--- config.mk ---
export PLATFORM = sky130hd
export DESIGN_NAME = mem_responder
export DESIGN_NICKNAME = d
export VERILOG_FILES = /design/src/rtl/cpu_types_pkg.sv /design/src/rtl/access_timer.sv /design/src/rtl/mem_responder.sv
export SDC_FILE = /design/constraint.sdc
export NUM_CORES = 1
export LEC_CHECK = 0
export BUFFER_PORTS_ARGS = -buffer_cell sky130_fd_sc_hd__buf_2
export CAP_MARGIN = 10
export CELL_PAD_IN_SITES_DETAIL_PLACEMENT = 1
export CELL_PAD_IN_SITES_GLOBAL_PLACEMENT = 1
export CORE_MARGIN = 2
export CORE_UTILIZATION = 35
export DETAILED_ROUTE_END_ITERATION = 8
export PLACE_DENSITY = 0.78
export RECOVER_POWER = 50
export SETUP_SLACK_MARGIN = 0.15
export SLEW_MARGIN = 20
export SYNTH_ARGS = -nofsm -noshare
export SYNTH_HDL_FRONTEND = slang
export SYNTH_SLANG_ARGS = --single-unit
--- constraint.sdc ---
create_clock -name CLK -period 5.75 [get_ports CLK]
set_input_delay 1.15 -clock CLK [delete_from_list [all_inputs] [get_ports CLK]]
set_output_delay 1.15 -clock CLK [all_outputs]
set_load 0.02 [all_outputs]
--- src/rtl/cpu_types_pkg.sv ---
// Shared CPU memory-interface types.
//   word_t     : 32-bit machine word
//   ramstate_t : RAM model handshake state (FREE/BUSY/ACCESS/ERROR)
package cpu_types_pkg;

  typedef logic [31:0] word_t;

  typedef enum logic [1:0] {
    FREE   = 2'b00,
    BUSY   = 2'b01,
    ACCESS = 2'b10,
    ERROR  = 2'b11
  } ramstate_t;

endpackage

--- src/rtl/access_timer.sv ---
// Per-access wait counter for the memory responder.
// Ports:
//   i_clk     : clock, rising edge
//   i_rst     : asynchronous active-high reset
//   i_clr     : synchronous clear (highest priority after reset)
//   i_inc     : increment by one
//   o_expired : counter equals TIMEOUT-1
module access_timer #(
  parameter int unsigned TIMEOUT = 64
) (
  input  logic i_clk,
  input  logic i_rst,
  input  logic i_clr,
  input  logic i_inc,
  output logic o_expired
);

  localparam int unsigned CntW = $clog2(TIMEOUT);

  logic [CntW-1:0] r_count;

  always_ff @(posedge i_clk or posedge i_rst) begin
    if (i_rst) begin
      r_count <= '0;
    end else if (i_clr) begin
      r_count <= '0;
    end else if (i_inc) begin
      r_count <= r_count + 1'b1;
    end
  end

  assign o_expired = (r_count == CntW'(TIMEOUT - 1));

endmodule

--- src/rtl/mem_responder.sv ---
// Memory-side responder for the datapath cache interface. Serves instruction
// fetches and data accesses from a single-ported RAM, data first.
// Ports:
//   CLK, RST                    : clock, async active-high reset
//   imemREN/imemaddr            : fetch request (held until ihit)
//   imemload/ihit               : registered fetch data, one-cycle done pulse
//   dmemREN/dmemWEN/dmemaddr/
//   dmemstore                   : data request (held until dhit)
//   dmemload/dhit               : registered read data, one-cycle done pulse
//   halt                        : blocks new fetches only
//   ramREN/ramWEN/ramaddr/
//   ramstore/ramload/ramstate   : RAM side
//   err                         : sticky error (RAM error or timeout)
module mem_responder
  import cpu_types_pkg::*;
#(
  parameter int unsigned TIMEOUT = 64
) (
  input  logic        CLK,
  input  logic        RST,
  input  logic        imemREN,
  input  logic [31:0] imemaddr,
  output logic [31:0] imemload,
  output logic        ihit,
  input  logic        dmemREN,
  input  logic        dmemWEN,
  input  logic [31:0] dmemaddr,
  input  logic [31:0] dmemstore,
  output logic [31:0] dmemload,
  output logic        dhit,
  input  logic        halt,
  output logic        ramREN,
  output logic        ramWEN,
  output logic [31:0] ramaddr,
  output logic [31:0] ramstore,
  input  logic [31:0] ramload,
  input  logic [1:0]  ramstate,
  output logic        err
);

  typedef enum logic [2:0] {IDLE, DREQ, IREQ, DHIT, IHIT, ERR} state_t;

  state_t    r_state, w_state_next;
  word_t     r_addr, r_store, r_imemload, r_dmemload;
  logic      r_wr;
  ramstate_t w_rs;
  logic      w_expired, w_tmr_inc, w_latch_d, w_latch_i, w_cap;

  assign w_rs = ramstate_t'(ramstate);

  // Counter is held clear in IDLE, so every entry to DREQ/IREQ starts at zero.
  access_timer #(
    .TIMEOUT (TIMEOUT)
  ) u_timer (
    .i_clk     (CLK),
    .i_rst     (RST),
    .i_clr     (r_state == IDLE),
    .i_inc     (w_tmr_inc),
    .o_expired (w_expired)
  );

  always_ff @(posedge CLK or posedge RST) begin
    if (RST) begin
      r_state <= IDLE;
    end else begin
      r_state <= w_state_next;
    end
  end

  always_comb begin
    w_state_next = r_state;
    w_latch_d    = 1'b0;
    w_latch_i    = 1'b0;
    w_cap        = 1'b0;
    w_tmr_inc    = 1'b0;
    ramREN       = 1'b0;
    ramWEN       = 1'b0;
    ihit         = 1'b0;
    dhit         = 1'b0;
    err          = 1'b0;
    unique case (r_state)
      IDLE: begin
        if (dmemREN || dmemWEN) begin
          w_latch_d    = 1'b1;
          w_state_next = DREQ;
        end else if (imemREN && !halt) begin
          w_latch_i    = 1'b1;
          w_state_next = IREQ;
        end
      end
      DREQ, IREQ: begin
        // r_wr is always 0 for a fetch, so one expression covers both states.
        ramREN = ~r_wr;
        ramWEN = r_wr;
        unique case (w_rs)
          ACCESS: begin
            w_cap        = 1'b1;
            w_state_next = (r_state == DREQ) ? DHIT : IHIT;
          end
          ERROR: w_state_next = ERR;
          default: begin
            if (w_expired) begin
              w_state_next = ERR;
            end else begin
              w_tmr_inc = 1'b1;
            end
          end
        endcase
      end
      DHIT: begin
        dhit         = 1'b1;
        w_state_next = IDLE;
      end
      IHIT: begin
        ihit         = 1'b1;
        w_state_next = IDLE;
      end
      ERR: err = 1'b1;
      default: w_state_next = IDLE;
    endcase
  end

  always_ff @(posedge CLK or posedge RST) begin
    if (RST) begin
      r_addr     <= '0;
      r_store    <= '0;
      r_wr       <= 1'b0;
      r_imemload <= '0;
      r_dmemload <= '0;
    end else begin
      if (w_latch_d) begin
        r_addr  <= dmemaddr;
        r_store <= dmemstore;
        r_wr    <= dmemWEN;
      end else if (w_latch_i) begin
        r_addr <= imemaddr;
        r_wr   <= 1'b0;
      end
      if (w_cap) begin
        if (r_state == IREQ) begin
          r_imemload <= ramload;
        end else if (!r_wr) begin
          r_dmemload <= ramload;
        end
      end
    end
  end

  assign ramaddr  = r_addr;
  assign ramstore = r_store;
  assign imemload = r_imemload;
  assign dmemload = r_dmemload;

endmodule

* Word level (Yosys, flattened, before mapping) *
Index checks and enable logic that the tools add are counted.
Widths: inputs -> output; s select.

storage, ports and cells
  register bits = 138
  input bits = 136
  output and inout port bits = 133
  word-level logic and storage cells = 59

cells by class
  $add $sub $neg = 1
  equal/unequal tests = 10
  mux-type cells = 27
  bitwise gates (word level) = 3
  reductions and logical operators = 11

operators with widths
  kind                 number
  $mux 32              2
  $mux 1               17
  $mux 3               4
  $mux 6               2
  $pmux 3 s3           1
  $add 6x1->6 const B  1
  $eq 3x2->1 const B   2
  $eq 3x3->1 const B   2
  $eq 6x6->1 const B   1
  $pmux 3 s2           1
  $reduce_and 3->1     2
  $eq 2x2->1 const B   2
  $ne 4x3->1 const B   1
  $reduce_bool 2->1    2
  $reduce_or 2->1      2
  $eq 3x1->1 const B   1
  $logic_not 3->1      1
  $ne 3x3->1 const B   1
  $not 1->1            3
  $reduce_and 2->1     1
  $logic_and 1x1->1    1
  $logic_not 1->1      1
  $logic_or 1x1->1     1

* Depth between registers and ports, before layout *
  word-level depth = 7
  gate-level depth with buffers = 6
  depth with buffers taken out = 4

* Cells and area by module *
Synthesis repeated with hierarchy kept, for this count alone.

second synthesis, totals
  cells, all modules = 369
  area, all modules = 5806.8 µm²

modules (own cells, without submodules)
  module         instances  cells each  area each (µm²)  sequential area each (µm²)
  mem_responder  1          342         5525.3           3303.2
  access_timer   1          27          281.5            150.1

* Worst setup path before layout *
OpenSTA, ideal clock, no wires.

  path type = input to register
  start point = input port ramstate[0]
  end point = register r_dmemload[0], in the netlist dmemload[0]
  library setup time = 0.125 ns
  arrival = 2.316 ns
  path slack = 3.309 ns
  cell stages on the path = 6
  cell sequence = and2b_1 -> nand2_1 -> or3_1 -> buf_2 -> buf_6 -> mux2_4

between the ends
  longest elaborated chain between the ends = 4

RTL lines
  element                     RTL line              text
  start, declared             mem_responder.sv:37   input logic [1:0] ramstate,
  $eq 2x2->1                  mem_responder.sv:95   unique case (w_rs)
  $mux 1                      mem_responder.sv:95
  $mux 1                      mem_responder.sv:81   unique case (r_state)
  $reduce_and 3->1 (no line)  --
  end signal, assigned        mem_responder.sv:143  r_dmemload <= ramload;
  end, declared               mem_responder.sv:44   word_t r_addr, r_store, r_imemload, r_dmemload;

Every way passes these cells.
A chain may end at the register's enable or synchronous reset.

==> flow_summary.yaml <==
status:
  status: "finished, violations left"
  violations: "capacitance limit, slew limit"
setup_path:
  endpoint_kind: "async pin"
  worst-path-stages: 3
  crit_chain: "buf_2, clkinvlp_2, buf_4"
  critPathBufInv: 3
  cp-start-kind: "primary input"
  cpPeakStageDelay_ps: 1990
  crit_required_ps: 6210
  crit_slowest_cell: "clkinvlp_2"
  cp.arrival_ps: 4150
  r2r_cells: 5
  worstSetupPathType: "in2async"
  cpLargestDelayFamily: "buffers and inverters"
  cp_max_fo: 82
detailed_routing:
  via_per_inst: 4.91
  vias: 4457
  first_iter_violations: 134
  post-route-drc-count: 0
  wl_mm: 16.2
  wl_per_cell_um: 17.9
  ant_nets: 0
  dr.pass1.iters: 4
sta:
  hold_ws_ps: 494
  skew_ps: 8.90
  rsz0062_at_grt: "false"
  max_freq_ghz: 0.271
  worst_pin_slew_ps: 3590
  max-slew-margin-rel_pct: -141
  finalCriticalPeriod_ps: 3690
  min_period_over_period_pct: 64.2
  setup_viol: 0
  tns_ps: 0
  final_hold_viol_count: 0
  maxSlewViolCount: 155
global_route:
  grt_overflow_total: 0
  grt_pass1_vias: 4837
  grt_max_degree: 83
  antenna_found_initial: 0
  grt_first_pass_wirelength_mm: 24.6
  track_usage_pct: 18.6
clock_network:
  post-cts-setup-buffers: 0
  cts.repair.resized: 0
  clockBufferDepth: 2
  cts-root-buf: "clkbuf_16"
  clock_latency_ps: 420
  htree_levels: 4
  cts_made_buffers: 17
  cts_tree: "built"
  cts.clk_slew.worst_paths_ps: 60
  hold_buffers: 0
  clock_sinks: 138
min_path:
  hold_depth: 1
  hold_class: "reg2reg"
finish:
  multi_input_area_um2: 2040
  fin_area_um2: 7620
  fin_nets: 816
  drive_above_1_share_pct: 46.0
  num-fill-cells: 1809
  seq_area_um2: 3450
  post-route-util_pct: 48.3
  area_growth_pct: 35.6
  diodes: 0
synth:
  ys_async_sr_fraction_pct: 100
  synth-compound-area-share_pct: 8.37
  syn_avg_cell_area_um2: 13.6
  synth_top_family_by_area: "multiplexers"
  yosys_warnings: 0
  synthFlopType: "dfrtp_1"
  synth_seq_cells: 138
  muxShareOfSynthArea_pct: 21.8
  synth-simple-area-share_pct: 5.85
  synth.distinct_cells: 38
  synth_cells: 412
  syn-cell-area_um2: 5620
  synth_xor_area_share_pct: 0
  syn-num-nets: 549
  synth_fa_ha_area_share_pct: 0.223
  yosysSeqAreaShare_pct: 61.4
  synth_edf_count: 0
placement:
  numPortBuffers: 268
  routabilityCongestion: 0.778
  postPlaceCellArea_um2: 7150
  hpwlAfterDp_mm: 11.7
pwr:
  powerDensity_nw_per_um2: 577
  p_comb_share_pct: 37.9
  p_int_mw: 2.68
  p_sw_share_pct: 39.1
  peakVddDrop_mv: 0.241
  p_seq_share_pct: 37.3
  power.net_switching_mw: 1.72
  p_leak_nw: 3.71
  clkPwrFrac_pct: 24.8
floorplanning:
  core_um2: 15800
  die_area_um2: 17100
  ios: 269
  fp.dieH_um: 131
  chipWidth_um: 131
  initial_core_util_pct: 35.7
  rows: 46
flow_run:
  max_cap_violations: 3
==> cells in the final DEF, fill, tap and decap left out, types with 2 or more instances in the layout <==
cell / n
a21oi_1: 35
a31oi_1: 2
and2_1: 2
and2b_1: 2
buf_2: 185
buf_4: 2
bufinv_16: 2
clkbuf_1: 85
clkbuf_16: 17
clkinv_4: 3
clkinvlp_4: 4
dfrtp_1: 138
inv_6: 4
mux2_1: 4
mux2_2: 62
mux2_4: 30
mux2i_1: 3
nand2_1: 6
nand2b_1: 3
nand3_1: 4
nor2_1: 35
nor3_1: 5
o21ai_0: 4
o22ai_1: 32
or3_1: 3
==> power groups by stage <==
stage          Combinational [mW]  Sequential (mW)  Clock [mW]
2_1_floorplan               0.651             2.08           0
3_3_place_gp                 1.69             1.62           0
3_5_place_dp                 1.75             1.65           0
4_1_cts                      1.75             1.64        1.12
5_1_grt                      1.80             1.70        1.16
6_report                     1.67             1.64        1.09
==> final cells by class <==
class / count / area share [%]
clock buffers: 17 / 5.58
clock inverters: 15 / 2.20
inverters: 1 / 0.0657
multi-input cells: 249 / 26.8
flip-flops and latches: 138 / 45.3
well taps: 216 / 3.55
repair buffers: 272 / 16.5
==> sequential cells by signal (all words and copies together), names as in the netlist <==
register	cells
dmemload	32
imemload	32
r_state	3
r_wr	1
ramaddr	32
ramstore	32
u_timer.r_count	6
==> worst reg2reg max path: stages (launching register included) <==
cell	delay, ps
dfrtp_1	480
nor3_1	220
clkbuf_1	1310
o31a_2	820
nor2_1	110
a21oi_1	170
==> synth_stat cells, types with 2 or more instances <==
| cell | n | area (µm²) |
|---|---|---|
| dfrtp_1 | 138 | 3450 |
| mux2_2 | 62 | 698 |
| a21oi_1 | 35 | 175 |
| nor2_1 | 35 | 131 |
| o22ai_1 | 32 | 200 |
| mux2_4 | 30 | 450 |
| clkbuf_1 | 8 | 30.0 |
| nand2_1 | 7 | 26.3 |
| buf_1 | 5 | 18.8 |
| buf_2 | 5 | 25.0 |
| nor3_1 | 5 | 25.0 |
| mux2_1 | 4 | 45.0 |
| nand3_1 | 4 | 20.0 |
| o21ai_0 | 4 | 20.0 |
| or3_1 | 4 | 25.0 |
| buf_4 | 3 | 22.5 |
| buf_6 | 3 | 33.8 |
| mux2i_1 | 3 | 30.0 |
| nand2b_1 | 3 | 18.8 |
| a31oi_1 | 2 | 12.5 |
| and2_1 | 2 | 12.5 |
| and2b_1 | 2 | 15.0 |
==> cell families (layout without fill, tap and decap cells) <==
family | Yosys count | in the layout
compound gates | 80 | 80
fa+ha+maj | 1 | 1
flops | 138 | 138
simple gates | 69 | 69
buf+inv | 25 | 305
mux | 99 | 99
==> layer usage <==
| layer | global-route usage (%) | vias up | part of all wire, % |
|---|---|---|---|
| li1 | - | 2020 | - |
| met1 | 21.7 | 2232 | 40 |
| met2 | 32.8 | 183 | 52 |
| met3 | 4.68 | 22 | 6.7 |
| met4 | 7.38 | 0 | 1.7 |
| met5 | 0 | - | 0 |
==> worst paths after layout <==
path                            slack [ps]           end         start
worst min register to register         490  ramstore[27]  ramstore[27]
max in group CLK                      2550   ramaddr[12]    r_state[2]
worst max register to register        2550   ramaddr[12]    r_state[2]
worst max-delay path                  2060  ramstore[13]           RST
worst min-delay path                   490  ramstore[27]  ramstore[27]
min in group asynchronous             1780  ramstore[22]           RST
==> stage by stage <==
stage | setup WS [ps] | power [mW] | std cells
after global placement | 2670 | 3.30 | 876
after global routing | 1460 | 4.66 | 908
after floorplan | 904 | 2.73 | 412
after CTS | 2810 | 4.51 | 908
after detailed placement | 2580 | 3.40 | 876
final | 2060 | 4.40 | 908
Note: power is estimated with default switching activity, not from simulation.
